===== src/rtl/uart_pkg.sv =====
// uart_pkg: shared constants and types for the UART capitalizer datapath.
//   ASCII_LC_A / ASCII_LC_Z : inclusive range of lower-case ASCII letters
//   CASE_OFFSET             : distance from lower to upper case
//   state_e                 : stream controller FSM states
package uart_pkg;

  localparam logic [7:0] ASCII_LC_A  = 8'h61;
  localparam logic [7:0] ASCII_LC_Z  = 8'h7A;
  localparam logic [7:0] CASE_OFFSET = 8'h20;

  typedef enum logic [1:0] {
    ST_IDLE      = 2'd0,
    ST_WAIT_BUSY = 2'd1,
    ST_WAIT_DONE = 2'd2
  } state_e;

endpackage


===== src/rtl/byte_fifo.sv =====
// byte_fifo: synchronous DEPTH x 8 first-word-fall-through FIFO.
// Ports:
//   i_clk, i_rst_n : clock, asynchronous active-low reset (pointers only)
//   i_push, i_data : write strobe and byte
//   i_pop          : read strobe; o_data shows the head while non-empty
//   o_full/o_empty : occupancy status
//   o_level        : number of stored entries (0..DEPTH)
// A push while full is accepted only when a pop happens in the same cycle.
module byte_fifo #(
  parameter int DEPTH = 4
) (
  input  logic                     i_clk,
  input  logic                     i_rst_n,
  input  logic                     i_push,
  input  logic [7:0]               i_data,
  input  logic                     i_pop,
  output logic [7:0]               o_data,
  output logic                     o_full,
  output logic                     o_empty,
  output logic [$clog2(DEPTH):0]   o_level
);

  localparam int AW = $clog2(DEPTH);

  logic [7:0]  mem [DEPTH];
  logic [AW:0] wptr;
  logic [AW:0] rptr;
  logic        do_push;
  logic        do_pop;

  // Extra MSB distinguishes full (MSBs differ) from empty (pointers equal).
  assign o_empty = (wptr == rptr);
  assign o_full  = (wptr[AW] != rptr[AW]) && (wptr[AW-1:0] == rptr[AW-1:0]);
  assign o_level = wptr - rptr;
  assign o_data  = mem[rptr[AW-1:0]];

  assign do_pop  = i_pop && !o_empty;
  assign do_push = i_push && (!o_full || do_pop);

  always_ff @(posedge i_clk or negedge i_rst_n) begin
    if (!i_rst_n) begin
      wptr <= '0;
      rptr <= '0;
    end else begin
      if (do_push) wptr <= wptr + 1'b1;
      if (do_pop)  rptr <= rptr + 1'b1;
    end
  end

  // Storage carries no reset; contents are only visible through valid pointers.
  always_ff @(posedge i_clk) begin
    if (do_push) mem[wptr[AW-1:0]] <= i_data;
  end

endmodule


===== src/rtl/uart_stream_ctrl.sv =====
// uart_stream_ctrl: sequences bytes from the UART receiver to the transmitter.
// Received bytes are optionally upper-cased, queued in byte_fifo, and handed
// to the transmitter one at a time with a start/busy handshake.
// Ports:
//   i_clk, i_rst_n        : clock, asynchronous active-low reset
//   i_rx_data, i_rx_valid : received byte and its one-cycle strobe
//   i_cap_en              : map 'a'..'z' to 'A'..'Z' on push
//   i_tx_busy             : transmitter busy
//   i_clr_flags           : clears the sticky flags (a same-cycle set wins)
//   o_tx_data, o_tx_start : byte to send and its one-cycle start pulse
//   o_level               : FIFO occupancy
//   o_overflow, o_timeout : sticky error flags
module uart_stream_ctrl
  import uart_pkg::*;
#(
  parameter int DEPTH   = 4,
  parameter int TIMEOUT = 16
) (
  input  logic                     i_clk,
  input  logic                     i_rst_n,
  input  logic [7:0]               i_rx_data,
  input  logic                     i_rx_valid,
  input  logic                     i_cap_en,
  input  logic                     i_tx_busy,
  input  logic                     i_clr_flags,
  output logic [7:0]               o_tx_data,
  output logic                     o_tx_start,
  output logic [$clog2(DEPTH):0]   o_level,
  output logic                     o_overflow,
  output logic                     o_timeout
);

  localparam logic [7:0] TO_LIMIT = 8'(TIMEOUT);

  state_e     state;
  state_e     state_nxt;
  logic [7:0] cnt;
  logic [7:0] push_data;
  logic [7:0] fifo_head;
  logic       fifo_full;
  logic       fifo_empty;
  logic       pop;
  logic       drop;
  logic       to_set;

  function automatic logic [7:0] cap_byte(input logic [7:0] b, input logic en);
    if (en && (b >= ASCII_LC_A) && (b <= ASCII_LC_Z)) return b - CASE_OFFSET;
    return b;
  endfunction

  function automatic logic [7:0] sat_inc(input logic [7:0] v);
    return (v == 8'hFF) ? v : v + 8'd1;
  endfunction

  assign push_data = cap_byte(i_rx_data, i_cap_en);

  byte_fifo #(
    .DEPTH (DEPTH)
  ) u_fifo (
    .i_clk   (i_clk),
    .i_rst_n (i_rst_n),
    .i_push  (i_rx_valid),
    .i_data  (push_data),
    .i_pop   (pop),
    .o_data  (fifo_head),
    .o_full  (fifo_full),
    .o_empty (fifo_empty),
    .o_level (o_level)
  );

  // A push into a full FIFO survives only if the head leaves in the same cycle.
  assign drop = i_rx_valid && fifo_full && !pop;

  always_comb begin
    state_nxt = state;
    pop       = 1'b0;
    to_set    = 1'b0;
    case (state)
      ST_IDLE: begin
        if (!fifo_empty && !i_tx_busy) begin
          state_nxt = ST_WAIT_BUSY;
          pop       = 1'b1;
        end
      end
      ST_WAIT_BUSY: begin
        if (i_tx_busy) begin
          state_nxt = ST_WAIT_DONE;
        end else if (cnt == TO_LIMIT) begin
          // Byte is abandoned, not retried.
          state_nxt = ST_IDLE;
          to_set    = 1'b1;
        end
      end
      ST_WAIT_DONE: begin
        if (!i_tx_busy) state_nxt = ST_IDLE;
      end
      default: state_nxt = ST_IDLE;
    endcase
  end

  // Handshake register stage: state, start pulse, held byte, timeout counter, flags.
  always_ff @(posedge i_clk or negedge i_rst_n) begin
    if (!i_rst_n) begin
      state      <= ST_IDLE;
      cnt        <= '0;
      o_tx_data  <= '0;
      o_tx_start <= 1'b0;
      o_overflow <= 1'b0;
      o_timeout  <= 1'b0;
    end else begin
      state      <= state_nxt;
      o_tx_start <= pop;
      if (pop) begin
        o_tx_data <= fifo_head;
        cnt       <= '0;
      end else if (state == ST_WAIT_BUSY) begin
        cnt <= sat_inc(cnt);
      end
      if (drop)             o_overflow <= 1'b1;
      else if (i_clr_flags) o_overflow <= 1'b0;
      if (to_set)           o_timeout  <= 1'b1;
      else if (i_clr_flags) o_timeout  <= 1'b0;
    end
  end

endmodule


===== config.mk =====
export PLATFORM = sky130hd
export DESIGN_NAME = uart_stream_ctrl
export DESIGN_NICKNAME = d
export VERILOG_FILES = /design/src/rtl/uart_pkg.sv /design/src/rtl/byte_fifo.sv /design/src/rtl/uart_stream_ctrl.sv
export SDC_FILE = /design/constraint.sdc
export NUM_CORES = 1
export LEC_CHECK = 0
export CORE_ASPECT_RATIO = 0.75
export CORE_MARGIN = 2
export CORE_UTILIZATION = 55
export CTS_CLUSTER_SIZE = 8
export DETAILED_ROUTE_END_ITERATION = 10
export GPL_TIMING_DRIVEN = 0
export MAX_ROUTING_LAYER = met4
export PLACE_DENSITY = 0.78
export SLEW_MARGIN = 25
export SYNTH_ARGS = -nofsm -noshare
export SYNTH_HDL_FRONTEND = slang
export SYNTH_SLANG_ARGS = --single-unit

===== constraint.sdc =====
create_clock -name i_clk -period 5.35 [get_ports i_clk]
set_input_delay 1.07 -clock i_clk [delete_from_list [all_inputs] [get_ports i_clk]]
set_output_delay 1.07 -clock i_clk [all_outputs]
set_load 0.03 [all_outputs]

==> summary.md <==
| Metric | Value |
|---|---|
| Status | complete, no violations |
| CTS tree | done |
| Finish-stage setup viols | 0 |
| Clock root buffer | clkbuf_8 |
| Largest net degree at the start of global routing | 28 |
| Util after Layout | 0.693 |
| Clock latency on the worst-skew pair | 0.33 ns |
| Fmax | 298 MHz |
| Final Hold Vio Count | 0 |
| Clock Path Buffers | 2 |
| Worst reg2reg path depth | 6 |
| CP peak stage delay | 0.69 ns |
| Worst path depth | 5 |
| Worst Hold Depth | 2 |
| Wire per inst | 16.4 um |
| Warnings from Yosys | 0 |
| Final WL | ~4.8 mm |
| I/O Buffers | 27 |
| RSZ-0062 raised after global routing | no |
| Non-filler cells, final | 290 |
| Fin Hold WS | 0.475 ns |
| Reg clk slew, reported paths | 0.06 ns |
| Fin worst setup slack | 1.99 ns |
| Initial Utilization | 0.579 |
| Most frequent cell after synthesis | edfxtp_1 |
| Critical Path Source Type | flop |
| GPL Wtd Cong | 0.836 |
| Die width | 83.4 um |
| Number of nets in the layout | 253 |
| Syn nets | approximately 220 |
| Setup Buffers After CTS | 0 |
| Hold Buf Count CTS | 0 |
| H-tree depth | 3 |
| Synth area leader | edfxtp_1 |
| Remaining Overflow, GRT | 0 |
| First-pass GRT wire length | 7.80 mm |
| Buffers plus inverters on the worst setup path | 2 |
| CP required | 4.28 ns |
| HP Class | flop to flop |
| Max-Cap Viols | 0 |
| PD cells | 587 nW/um^2 |
| Post-synth top flop | edfxtp_1 |
| Share of post-route cells with drive strength above 1 | 0.124 |
| Growth of design area from synthesis to finish | 19.7% |
| CTS Buf Count | 9 |
| Async SR Flop Fraction | 0.458 |
| Slew @ Worst Pin | roughly 0.6 ns |
| LEAKAGE | between 0.001 and 0.0015 uW |
| Core area | 4490 um^2 |
| Clk sinks | 59 |
| Die ar. | 5300 um^2 |
| Synth top area cells | edfxtp_1 37%, dfrtp_1 26%, mux4_2 6.9% |
| Final setup TNS | 0 ns |
| Final period util | 0.628 |
| CP cell instances | inv_1, ha_1, fa_1, xnor2_1, clkdlybuf4s50_1 |
| Worst-path maximum fanout | 4 |
| Remaining DRCs | 0 |
| Placed cell count | between 200 and 300 |
| Post-cts resize count | 0 |
| Number of global-route vias before repair | 1664 |
| GRT Util Overall | 0.204 |
| Number of antenna diodes | 0 |
| Post-synthesis cell type count | 40 |
| Netlist Area Pre-Place | 2600 um^2 |
| Pre-antenna DRT Iters | 4 |
| Io pins | 28 |
| Top-area cell type share of the netlist area | 0.369 |
| # rows | 21 |
| Slew HR | 0.600 |
| Critical path arrival | approximately 2.3 ns |
| VDD IR-drop max | 0.462 mV |
| Placement Setup Slack | 2.33 ns |
| Mapped Cells | 190 |
| Initial DRC count | 90 |
| Min Tclk post-route | 3.36 ns |
| CP endpoint kind | output pin |
| Dpl hpwl | 3.44 mm |
| Antenna-violating nets left | 0 |
| Synthesis-stage register bit count | 59 |
| Vias | 1639 |
| Clock skew | 0.00425 ns |
| Die height | ~64 um |
| Sequential fraction of the synthesis area | 0.629 |
| Critical path's top delay family | buffers and inverters |
| Initial antenna violation count | 0 |
| Syn avg cell area | 13.7 um^2 |
| Via density | around 5.7 |
| Crit Path Class | flop to output pin |
| Crit path max-delay cell type | clkdlybuf4s50_1 |
| Post-synth top cells | 32 x edfxtp_1, 31 x nand2_1, 27 x dfrtp_1 |
| Post-synth EDFFs | 32 |
| Fin. max-slew vios | 0 |
## logic make-up after synthesis
group / Yosys count / share of synthesized area
DFF: 59 / 0.629
and+or+nand+nor: 58 / 0.114
AOI/OAI and AO/OA: 25 / 0.0654
buffers and inverters: 19 / 0.0317
adders and majority gates: 11 / 0.0558
xor gates and xnor gates: 9 / 0.0303
muxes: 9 / 0.0731
## routing by layer
layer	global-route usage	vias to the layer above	share of wire
met5	-	-	0
met4	0.101	0	0.022
met3	0.0668	15	0.036
met2	0.322	37	0.49
met1	0.240	825	0.45
li1	-	762	-
## cell type report
class,count,area [um^2]
Fill cell,317,1380
Multi-Input combinational cell,112,882
Tap cell,57,71.3
Inverter,14,52.6
Buffer,5,30.0
Sequential cell,59,1640
Clock inverter,4,41.3
Clock buffer,12,135
Timing Repair Buffer,27,265
## worst register-to-register path: cells and delay by family, from the launching register on
family          cells  cell delay (ns)
simple gates        2             0.58
buf+inv             2             0.54
flops               1             0.40
fa+ha+maj           1             0.31
compound gates      1             0.27
## worst paths after layout
kind,startpoint,endpoint,slack (ns)
max,u_fifo.wptr[0],o_level[2],1.99
max reg2reg,u_fifo.rptr[1],u_fifo.mem[3][1],2.90
min,o_tx_data[6],o_tx_data[6],0.47
min reg2reg,o_tx_data[6],o_tx_data[6],0.47
min in group asynchronous,i_rst_n,o_tx_data[4],0.74
max in group asynchronous,i_rst_n,u_fifo.wptr[2],4.22
## where the power goes
part	internal (uW)	switching (uW)
sequential	619	76.5
combinational	324	439
clock	211	159
## metrics by stage
stage	power (uW)	area, um^2
2_1_floorplan	1200	2600
3_3_place_gp	1440	2940
3_5_place_dp	1470	2940
4_1_cts	1850	3110
5_1_grt	1940	3110
6_report	1830	3110
## placed cells by master, fill, tap and decap left out, drive strengths merged, types with 5 or more instances in the layout
master	instances
dfrtp	27
mux4	8
edfxtp	32
xnor2	6
clkbuf	13
nand2	31
a21oi	5
nor2	5
o21ai	6
buf	5
ha	10
clkdlybuf4s50	26
inv	13
## state kept, by name, indices dropped and copies added, names as in the netlist
signal and cells:
u_fifo.mem 32, cnt 8, o_tx_data 8, u_fifo.rptr 3, u_fifo.wptr 3, state 2, o_overflow 1, o_timeout 1
o_tx_start 1
Power figures use the tool's default switching activity.
